[src/rtl/ps2_keypad_pkg.sv]
// ps2_keypad_pkg: shared scancode constants, receiver state encoding and
// the set-2 scancode to Chip-8 key lookup used by the keypad decoder.
package ps2_keypad_pkg;

    // Prefix bytes
    localparam logic [7:0] SC_EXT = 8'hE0;
    localparam logic [7:0] SC_BRK = 8'hF0;

    // Keypad codes, laid out like the physical 1234/QWER/ASDF/ZXCV block
    localparam logic [7:0] SC_K1 = 8'h16;
    localparam logic [7:0] SC_K2 = 8'h1E;
    localparam logic [7:0] SC_K3 = 8'h26;
    localparam logic [7:0] SC_KC = 8'h25;
    localparam logic [7:0] SC_K4 = 8'h15;
    localparam logic [7:0] SC_K5 = 8'h1D;
    localparam logic [7:0] SC_K6 = 8'h24;
    localparam logic [7:0] SC_KD = 8'h2D;
    localparam logic [7:0] SC_K7 = 8'h1C;
    localparam logic [7:0] SC_K8 = 8'h1B;
    localparam logic [7:0] SC_K9 = 8'h23;
    localparam logic [7:0] SC_KE = 8'h2B;
    localparam logic [7:0] SC_KA = 8'h1A;
    localparam logic [7:0] SC_K0 = 8'h22;
    localparam logic [7:0] SC_KB = 8'h21;
    localparam logic [7:0] SC_KF = 8'h2A;

    typedef enum logic [1:0] {
        RX_IDLE   = 2'd0,
        RX_DATA   = 2'd1,
        RX_PARITY = 2'd2,
        RX_STOP   = 2'd3
    } rx_state_t;

    typedef struct packed {
        logic       hit;
        logic [3:0] idx;
    } key_hit_t;

    // Map a scancode to a keypad index; hit=0 for codes outside the keypad
    function automatic key_hit_t key_lookup(input logic [7:0] sc);
        key_hit_t r;
        r.hit = 1'b1;
        r.idx = 4'h0;
        case (sc)
            SC_K0: r.idx = 4'h0;
            SC_K1: r.idx = 4'h1;
            SC_K2: r.idx = 4'h2;
            SC_K3: r.idx = 4'h3;
            SC_K4: r.idx = 4'h4;
            SC_K5: r.idx = 4'h5;
            SC_K6: r.idx = 4'h6;
            SC_K7: r.idx = 4'h7;
            SC_K8: r.idx = 4'h8;
            SC_K9: r.idx = 4'h9;
            SC_KA: r.idx = 4'hA;
            SC_KB: r.idx = 4'hB;
            SC_KC: r.idx = 4'hC;
            SC_KD: r.idx = 4'hD;
            SC_KE: r.idx = 4'hE;
            SC_KF: r.idx = 4'hF;
            default: r.hit = 1'b0;
        endcase
        return r;
    endfunction

endpackage

[src/rtl/ps2_keypad_rx.sv]
// ps2_keypad_rx: PS/2 line synchroniser, ps2_clk glitch filter, 11-bit
// frame receiver with odd-parity check and inter-bit timeout. Emits the
// received byte with a one-cycle valid strobe, or a one-cycle error strobe.
module ps2_keypad_rx
    import ps2_keypad_pkg::*;
#(
    parameter int FILTER_LEN     = 8,
    parameter int TIMEOUT_CYCLES = 200000
) (
    input  logic       clk,
    input  logic       res_n,
    input  logic       ps2_clk,
    input  logic       ps2_data,
    output logic [7:0] rx_byte,
    output logic       rx_vld,
    output logic       rx_err
);

    localparam int FC_W = (FILTER_LEN > 1) ? $clog2(FILTER_LEN) : 1;
    localparam logic [FC_W-1:0] FC_LAST = FC_W'(FILTER_LEN - 1);
    localparam int TO_W = $clog2(TIMEOUT_CYCLES + 1);
    localparam logic [TO_W-1:0] TO_LAST = TO_W'(TIMEOUT_CYCLES - 1);

    logic            ps2_clk_p0, ps2_clk_p1, ps2_data_p0, ps2_data_p1;
    logic            flt_clk;
    logic [FC_W-1:0] flt_cnt;
    logic            strobe_p2, data_p2;

    rx_state_t       state, state_n;
    logic [2:0]      bit_cnt, bit_cnt_n;
    logic [7:0]      shreg, shreg_n;
    logic            par_bit, par_bit_n;
    logic [TO_W-1:0] to_cnt;
    logic [7:0]      rx_byte_n;
    logic            rx_vld_n, rx_err_n;

    // Two-flop synchronisers; idle-high reset so reset release is not an edge
    always_ff @(posedge clk or negedge res_n) begin
        if (!res_n) begin
            ps2_clk_p0  <= 1'b1;
            ps2_clk_p1  <= 1'b1;
            ps2_data_p0 <= 1'b1;
            ps2_data_p1 <= 1'b1;
        end else begin
            ps2_clk_p0  <= ps2_clk;
            ps2_clk_p1  <= ps2_clk_p0;
            ps2_data_p0 <= ps2_data;
            ps2_data_p1 <= ps2_data_p0;
        end
    end

    // Glitch filter: flip filtered clock after FILTER_LEN disagreeing samples; strobe on the 1->0 flip
    always_ff @(posedge clk or negedge res_n) begin
        if (!res_n) begin
            flt_clk   <= 1'b1;
            flt_cnt   <= '0;
            strobe_p2 <= 1'b0;
            data_p2   <= 1'b1;
        end else begin
            strobe_p2 <= flt_clk & ~ps2_clk_p1 & (flt_cnt == FC_LAST);
            data_p2   <= ps2_data_p1;
            if (ps2_clk_p1 == flt_clk) begin
                flt_cnt <= '0;
            end else if (flt_cnt == FC_LAST) begin
                flt_clk <= ps2_clk_p1;
                flt_cnt <= '0;
            end else begin
                flt_cnt <= flt_cnt + FC_W'(1);
            end
        end
    end

    // Frame FSM state and outputs
    always_ff @(posedge clk or negedge res_n) begin
        if (!res_n) begin
            state   <= RX_IDLE;
            bit_cnt <= '0;
            shreg   <= '0;
            par_bit <= 1'b0;
            rx_byte <= '0;
            rx_vld  <= 1'b0;
            rx_err  <= 1'b0;
        end else begin
            state   <= state_n;
            bit_cnt <= bit_cnt_n;
            shreg   <= shreg_n;
            par_bit <= par_bit_n;
            rx_byte <= rx_byte_n;
            rx_vld  <= rx_vld_n;
            rx_err  <= rx_err_n;
        end
    end

    // Timeout counter: held at zero while idle and on every strobe
    always_ff @(posedge clk or negedge res_n) begin
        if (!res_n) begin
            to_cnt <= '0;
        end else if (strobe_p2 || state == RX_IDLE) begin
            to_cnt <= '0;
        end else begin
            to_cnt <= to_cnt + TO_W'(1);
        end
    end

    // Next-state logic; a strobe takes priority over a coincident timeout
    always_comb begin
        state_n   = state;
        bit_cnt_n = bit_cnt;
        shreg_n   = shreg;
        par_bit_n = par_bit;
        rx_byte_n = rx_byte;
        rx_vld_n  = 1'b0;
        rx_err_n  = 1'b0;
        if (strobe_p2) begin
            case (state)
                RX_IDLE: begin
                    if (!data_p2) begin
                        state_n   = RX_DATA;
                        bit_cnt_n = '0;
                    end
                end
                RX_DATA: begin
                    shreg_n   = {data_p2, shreg[7:1]};
                    bit_cnt_n = bit_cnt + 3'd1;
                    if (bit_cnt == 3'd7) state_n = RX_PARITY;
                end
                RX_PARITY: begin
                    par_bit_n = data_p2;
                    state_n   = RX_STOP;
                end
                RX_STOP: begin
                    if ((^shreg ^ par_bit) && data_p2) begin
                        rx_vld_n  = 1'b1;
                        rx_byte_n = shreg;
                    end else begin
                        rx_err_n = 1'b1;
                    end
                    state_n = RX_IDLE;
                end
                default: state_n = RX_IDLE;
            endcase
        end else if (state != RX_IDLE && to_cnt == TO_LAST) begin
            state_n  = RX_IDLE;
            rx_err_n = 1'b1;
        end
    end

endmodule

[src/rtl/ps2_keypad.sv]
// ps2_keypad: PS/2 set-2 keyboard to Chip-8 hex keypad. Decodes E0/F0
// prefixes, maps keypad scancodes to key indices and keeps key_down.
// Optional macro PS2_ERR_COUNT_EN adds a saturating err_count output.
module ps2_keypad
    import ps2_keypad_pkg::*;
#(
    parameter int FILTER_LEN     = 8,
    parameter int TIMEOUT_CYCLES = 200000
) (
    input  logic        clk,
    input  logic        res_n,
    input  logic        ps2_clk,
    input  logic        ps2_data,
    output logic [15:0] key_down,
    output logic        key_event,
    output logic [3:0]  key_code,
    output logic        key_pressed,
    output logic [7:0]  scancode,
    output logic        frame_err
`ifdef PS2_ERR_COUNT_EN
    ,
    output logic [7:0]  err_count
`endif
);

    logic     rx_vld_p1, rx_err_p1;
    logic     ext, brk;
    key_hit_t hit;

    ps2_keypad_rx #(
        .FILTER_LEN    (FILTER_LEN),
        .TIMEOUT_CYCLES(TIMEOUT_CYCLES)
    ) u_rx (
        .clk     (clk),
        .res_n   (res_n),
        .ps2_clk (ps2_clk),
        .ps2_data(ps2_data),
        .rx_byte (scancode),
        .rx_vld  (rx_vld_p1),
        .rx_err  (rx_err_p1)
    );

    assign frame_err = rx_err_p1;
    assign hit       = key_lookup(scancode);

    // Decode stage: prefix flags and key map; events only on a real key_down change
    always_ff @(posedge clk or negedge res_n) begin
        if (!res_n) begin
            ext         <= 1'b0;
            brk         <= 1'b0;
            key_down    <= '0;
            key_event   <= 1'b0;
            key_code    <= '0;
            key_pressed <= 1'b0;
        end else begin
            key_event <= 1'b0;
            if (rx_err_p1) begin
                ext <= 1'b0;
                brk <= 1'b0;
            end else if (rx_vld_p1) begin
                if (scancode == SC_EXT) begin
                    ext <= 1'b1;
                end else if (scancode == SC_BRK) begin
                    brk <= 1'b1;
                end else begin
                    ext <= 1'b0;
                    brk <= 1'b0;
                    if (!ext && hit.hit && (key_down[hit.idx] == brk)) begin
                        key_down[hit.idx] <= ~brk;
                        key_event         <= 1'b1;
                        key_code          <= hit.idx;
                        key_pressed       <= ~brk;
                    end
                end
            end
        end
    end

`ifdef PS2_ERR_COUNT_EN
    // Saturating frame error counter
    always_ff @(posedge clk or negedge res_n) begin
        if (!res_n) begin
            err_count <= '0;
        end else if (rx_err_p1 && err_count != 8'hFF) begin
            err_count <= err_count + 8'd1;
        end
    end
`endif

endmodule

[config.mk]
export PLATFORM = sky130hd
export DESIGN_NAME = ps2_keypad
export DESIGN_NICKNAME = d
export VERILOG_FILES = /design/src/rtl/ps2_keypad_pkg.sv /design/src/rtl/ps2_keypad_rx.sv /design/src/rtl/ps2_keypad.sv
export SDC_FILE = /design/constraint.sdc
export NUM_CORES = 1
export LEC_CHECK = 0
export BUFFER_PORTS_ARGS = -buffer_cell sky130_fd_sc_hd__buf_2
export CORE_UTILIZATION = 27
export CTS_BUF_LIST = sky130_fd_sc_hd__clkbuf_4 sky130_fd_sc_hd__clkbuf_8
export DETAILED_ROUTE_END_ITERATION = 12
export HOLD_SLACK_MARGIN = 0.03
export PLACE_DENSITY = 0.38
export SLEW_MARGIN = 10
export SYNTH_ARGS = -nofsm -noshare
export SYNTH_HDL_FRONTEND = slang
export SYNTH_SLANG_ARGS = --single-unit
[constraint.sdc]
create_clock -name clk -period 2.92 [get_ports clk]
set_input_delay 0.584 -clock clk [delete_from_list [all_inputs] [get_ports clk]]
set_output_delay 0.584 -clock clk [all_outputs]
set_load 0.01 [all_outputs]
==> results.md <==
- Status: finished with violations
- Failing checks: design-rule violations
- Post-Synth Simple-Gate Area: roughly a fifth
- Final setup TNS: 0 ps
- Post-Synth XOR/XNOR Area: 4.94%
- Pre-CTS WS: 8.63 ps
- Final Max Slew Viols: 0
- HPWL Detailed: between 7000 and 8000 um
- Syn Inst Count: roughly 400
- Clk sinks: between 70 and 80
- Commonest cells in the netlist: 70 x dfrtp_1, 30 x nand2_1, 29 x nor2_1
- Mapped cell area: ~4000 um2
- CTS buffer count: 9
- CORE AREA: around 15000 um2
- Nets: ~470
- Adder-Cell Fraction of Synth Area: about 3.1%
- WL final: roughly 11000 um
- Antenna fix cells: 0
- First-pass detailed-route iteration total: 9
- R2R setup slack: 90 ps
- # Max-Cap Violations: 0
- Warning count from the yosys run: 0
- Reg clk slew, reported paths: 90 ps
- Cell Rows: between 40 and 50
- Final worst-path cycle share: around 97%
- Min-delay worst type: primary input to flop
- Critical Path Source Type: flop
- Largest net degree at the start of global routing: 75
- Routability-driven placement congestion ratio: a little over 0.8
- GRT Util Overall: between 10 and 15%
- Initial Utilization: 27.9%
- Leak: 2.19 nW
- Syn_area_per_cell: just over 10 um2
- Via density: slightly below 5
- Crit end category: flop
- Overflow after GRT: 0
- Final WS setup: about 93 ps
- Detailed Route Iter0 Violations: about 170
- Area grow syn2layout: 18.4%
- Data required time at the worst endpoint: ~3200 ps
- Distinct cells, synth: 63
- Top FF cell, synth: dfrtp_1
- Port bufs: 34
- Slew margin rel.: approximately 36%
- Filler Cell Count: around 1500
- Routed Antenna Nets: 0
- Fin. Hold Viols: 0
- Asr flop ratio synth: between 90% and 100%
- Share of cells above drive strength 1: between 20% and 30%
- Share of the synthesized area in the top cell type: between 40% and 50%
- Setup Fix Bufs, Post-CTS: 0
- Mapped Nets: between 400 and 500
- DRC Markers: 10
- Pwr Density: about 390 nW/um2
- Clock period minus worst slack: between 2000 and 3000 ps
- CP Max Fanout: 11
- Post-synthesis compound-gate area fraction: around 16%
- Most frequent cell after synthesis: dfrtp_1
- Via count: between 3000 and 4000
- Clk buf depth: 2
- Die ar.: about 16000 um2
- Detail-routed net length per standard cell: roughly 17 um
- H-tree depth: 3
- Max Clock Freq: between 0.3 and 0.4 GHz
- Initial antenna violation count: 0
- Max VDD drop: between 0.00015 and 0.0002 V
- Hold-fix buffers, CTS: 0
- Synth area leader: dfrtp_1
- Largest family of logic cells by synthesized area: simple AND/OR/NAND/NOR gates
- Share of the yosys chip area belonging to registers: between 40% and 50%
- RSZ-0062 raised after global routing: false
- Vias in the first global route: between 3000 and 4000
- Die width: roughly 120 um
- Clk_lat worst skew: 370 ps
- Arrival time at the worst endpoint: between 3000 and 4000 ps
- Layout Skew: roughly 12 ps
- Crit path kind: flop to flop
- Worst-Margin Slew: 963 ps
- Die height: roughly 120 um
- CTS root buffer: clkbuf_8
- Multiplexer area fraction after synthesis: around 7.2%
- EDFF count, synth: 0
- CTS tree: yes
- Number of I/O pins: 35
- Final setup fails: 0
- Yosys reg bits: 76
- Top cells by area, synth: dfrtp_1 43%, mux2_2 5.5%, dfstp_2 3.9%
- First-pass GRT wire length: 17500 um
critical path, cell delays in order, from the launching register on:
cell,delay (ps)
dfrtp_1,540
nor2b_1,290
mux2_2,220
or4b_1,500
o221ai_1,240
o22ai_2,140
o2111a_1,280
a21o_4,220
mux2_4,290
final cells by class:
type	instances	area [um2]	share of cell area, %
multi-input combinational	293	2060	42.7
sequential	76	1910	39.6
timing repair buffer	66	413	8.55
tap	184	230	4.77
clock buffer	12	153	3.16
inverter	9	33.8	0.699
clock inverter	4	26.3	0.544
sequential cells by signal (all words and copies together) (netlist names):
register / cells
u_rx.shreg: 8
u_rx.bit_cnt: 3
u_rx.rx_vld: 1
u_rx.par_bit: 1
u_rx.data_p2: 1
key_event: 1
u_rx.ps2_data_p0: 1
u_rx.ps2_clk_p1: 1
u_rx.rx_err: 1
key_down: 16
u_rx.ps2_clk_p0: 1
brk: 1
ext: 1
u_rx.ps2_data_p1: 1
u_rx.to_cnt: 18
u_rx.flt_cnt: 3
u_rx.rx_byte: 8
u_rx.flt_clk: 1
u_rx.strobe_p2: 1
key_pressed: 1
key_code: 4
u_rx.state: 2
logic make-up after synthesis:
family,after synthesis
simple gates,143
compound gates,92
flops,76
buf+inv,30
mux,25
xor+xnor,23
fa+ha+maj,10
placed cells by master (no fill, tap or decap), types with 3 or more instances in the layout:
cell / Yosys / routed
inv_1: 9 / 9
mux2_2: 20 / 20
nor3b_1: 3 / 3
nor4_1: 7 / 7
o31ai_1: 4 / 4
or3_1: 3 / 3
nand2_1: 30 / 30
nand4_1: 4 / 4
nand3_1: 11 / 11
clkbuf_8: 0 / 10
mux2_4: 4 / 4
and3_1: 3 / 3
buf_4: 2 / 33
ha_1: 10 / 10
xor2_1: 12 / 12
a21oi_1: 27 / 27
dfstp_2: 6 / 6
nor3_1: 15 / 14
o21ai_0: 19 / 19
or2_2: 4 / 4
dfrtp_1: 70 / 67
nor2_1: 29 / 29
o41ai_1: 3 / 3
xnor2_1: 11 / 11
a31oi_1: 8 / 8
nand2b_1: 12 / 12
nor2b_1: 8 / 8
buf_2: 5 / 33
dfrtp_2: 0 / 3
worst paths after layout:
kind | cells past startpoint | endpoint | start
min in group asynchronous | 1 | key_down[6]$_DFFE_PN0P_ | res_n
max in group asynchronous | 2 | u_rx.ps2_clk_p0$_DFF_PN1_ | res_n
worst max register to register | 8 | key_code[0]$_DFFE_PN0P_ | u_rx.rx_byte[5]$_DFFE_PN0P_
worst min-delay path | 1 | u_rx.ps2_clk_p0$_DFF_PN1_ | ps2_clk
worst max-delay path | 8 | key_code[0]$_DFFE_PN0P_ | u_rx.rx_byte[5]$_DFFE_PN0P_
worst min register to register | 0 | u_rx.data_p2$_DFF_PN1_ | u_rx.ps2_data_p1$_DFF_PN1_
where the power goes:
group	switching [mW]	total, mW	leakage [nW]	internal (mW)
clock	0.415	0.765	0.0932	0.350
sequential	0.00840	1.08	1.03	1.08
combinational	0.0353	0.0533	1.06	0.0181
total	0.459	1.90	2.19	1.44
what timing repair did:
| action | 4_1_cts | 5_1_grt |
|---|---|---|
| setup endpoints to repair | 4 | 14 |
| resized for setup | 1 | 6 |
| gates cloned | 0 | 0 |
per-layer routing:
layer  wire length, um  track usage [%]  up-vias
met4               235             6.74        0
met5                 0                0        -
met3               395             4.41       17
met1              4860             17.6     1528
li1                  -                -     1562
met2              5140             24.2       62
through the flow:
stage / cells / power, mW / instance area (um2) / hold WS (ps) / utilization [%]
after global placement: 628 / 1.16 / 4620 / 346 / 31.6
after floorplan: 399 / 1.13 / 4080 / 288 / -
after CTS: 644 / 1.95 / 4810 / 281 / 32.8
after detailed placement: 628 / 1.16 / 4620 / 347 / 31.6
after global routing: 644 / 2.01 / 4830 / 269 / 33.0
final: 644 / 1.90 / 4830 / 307 / 33.0
Power figures use the tool's default switching activity.
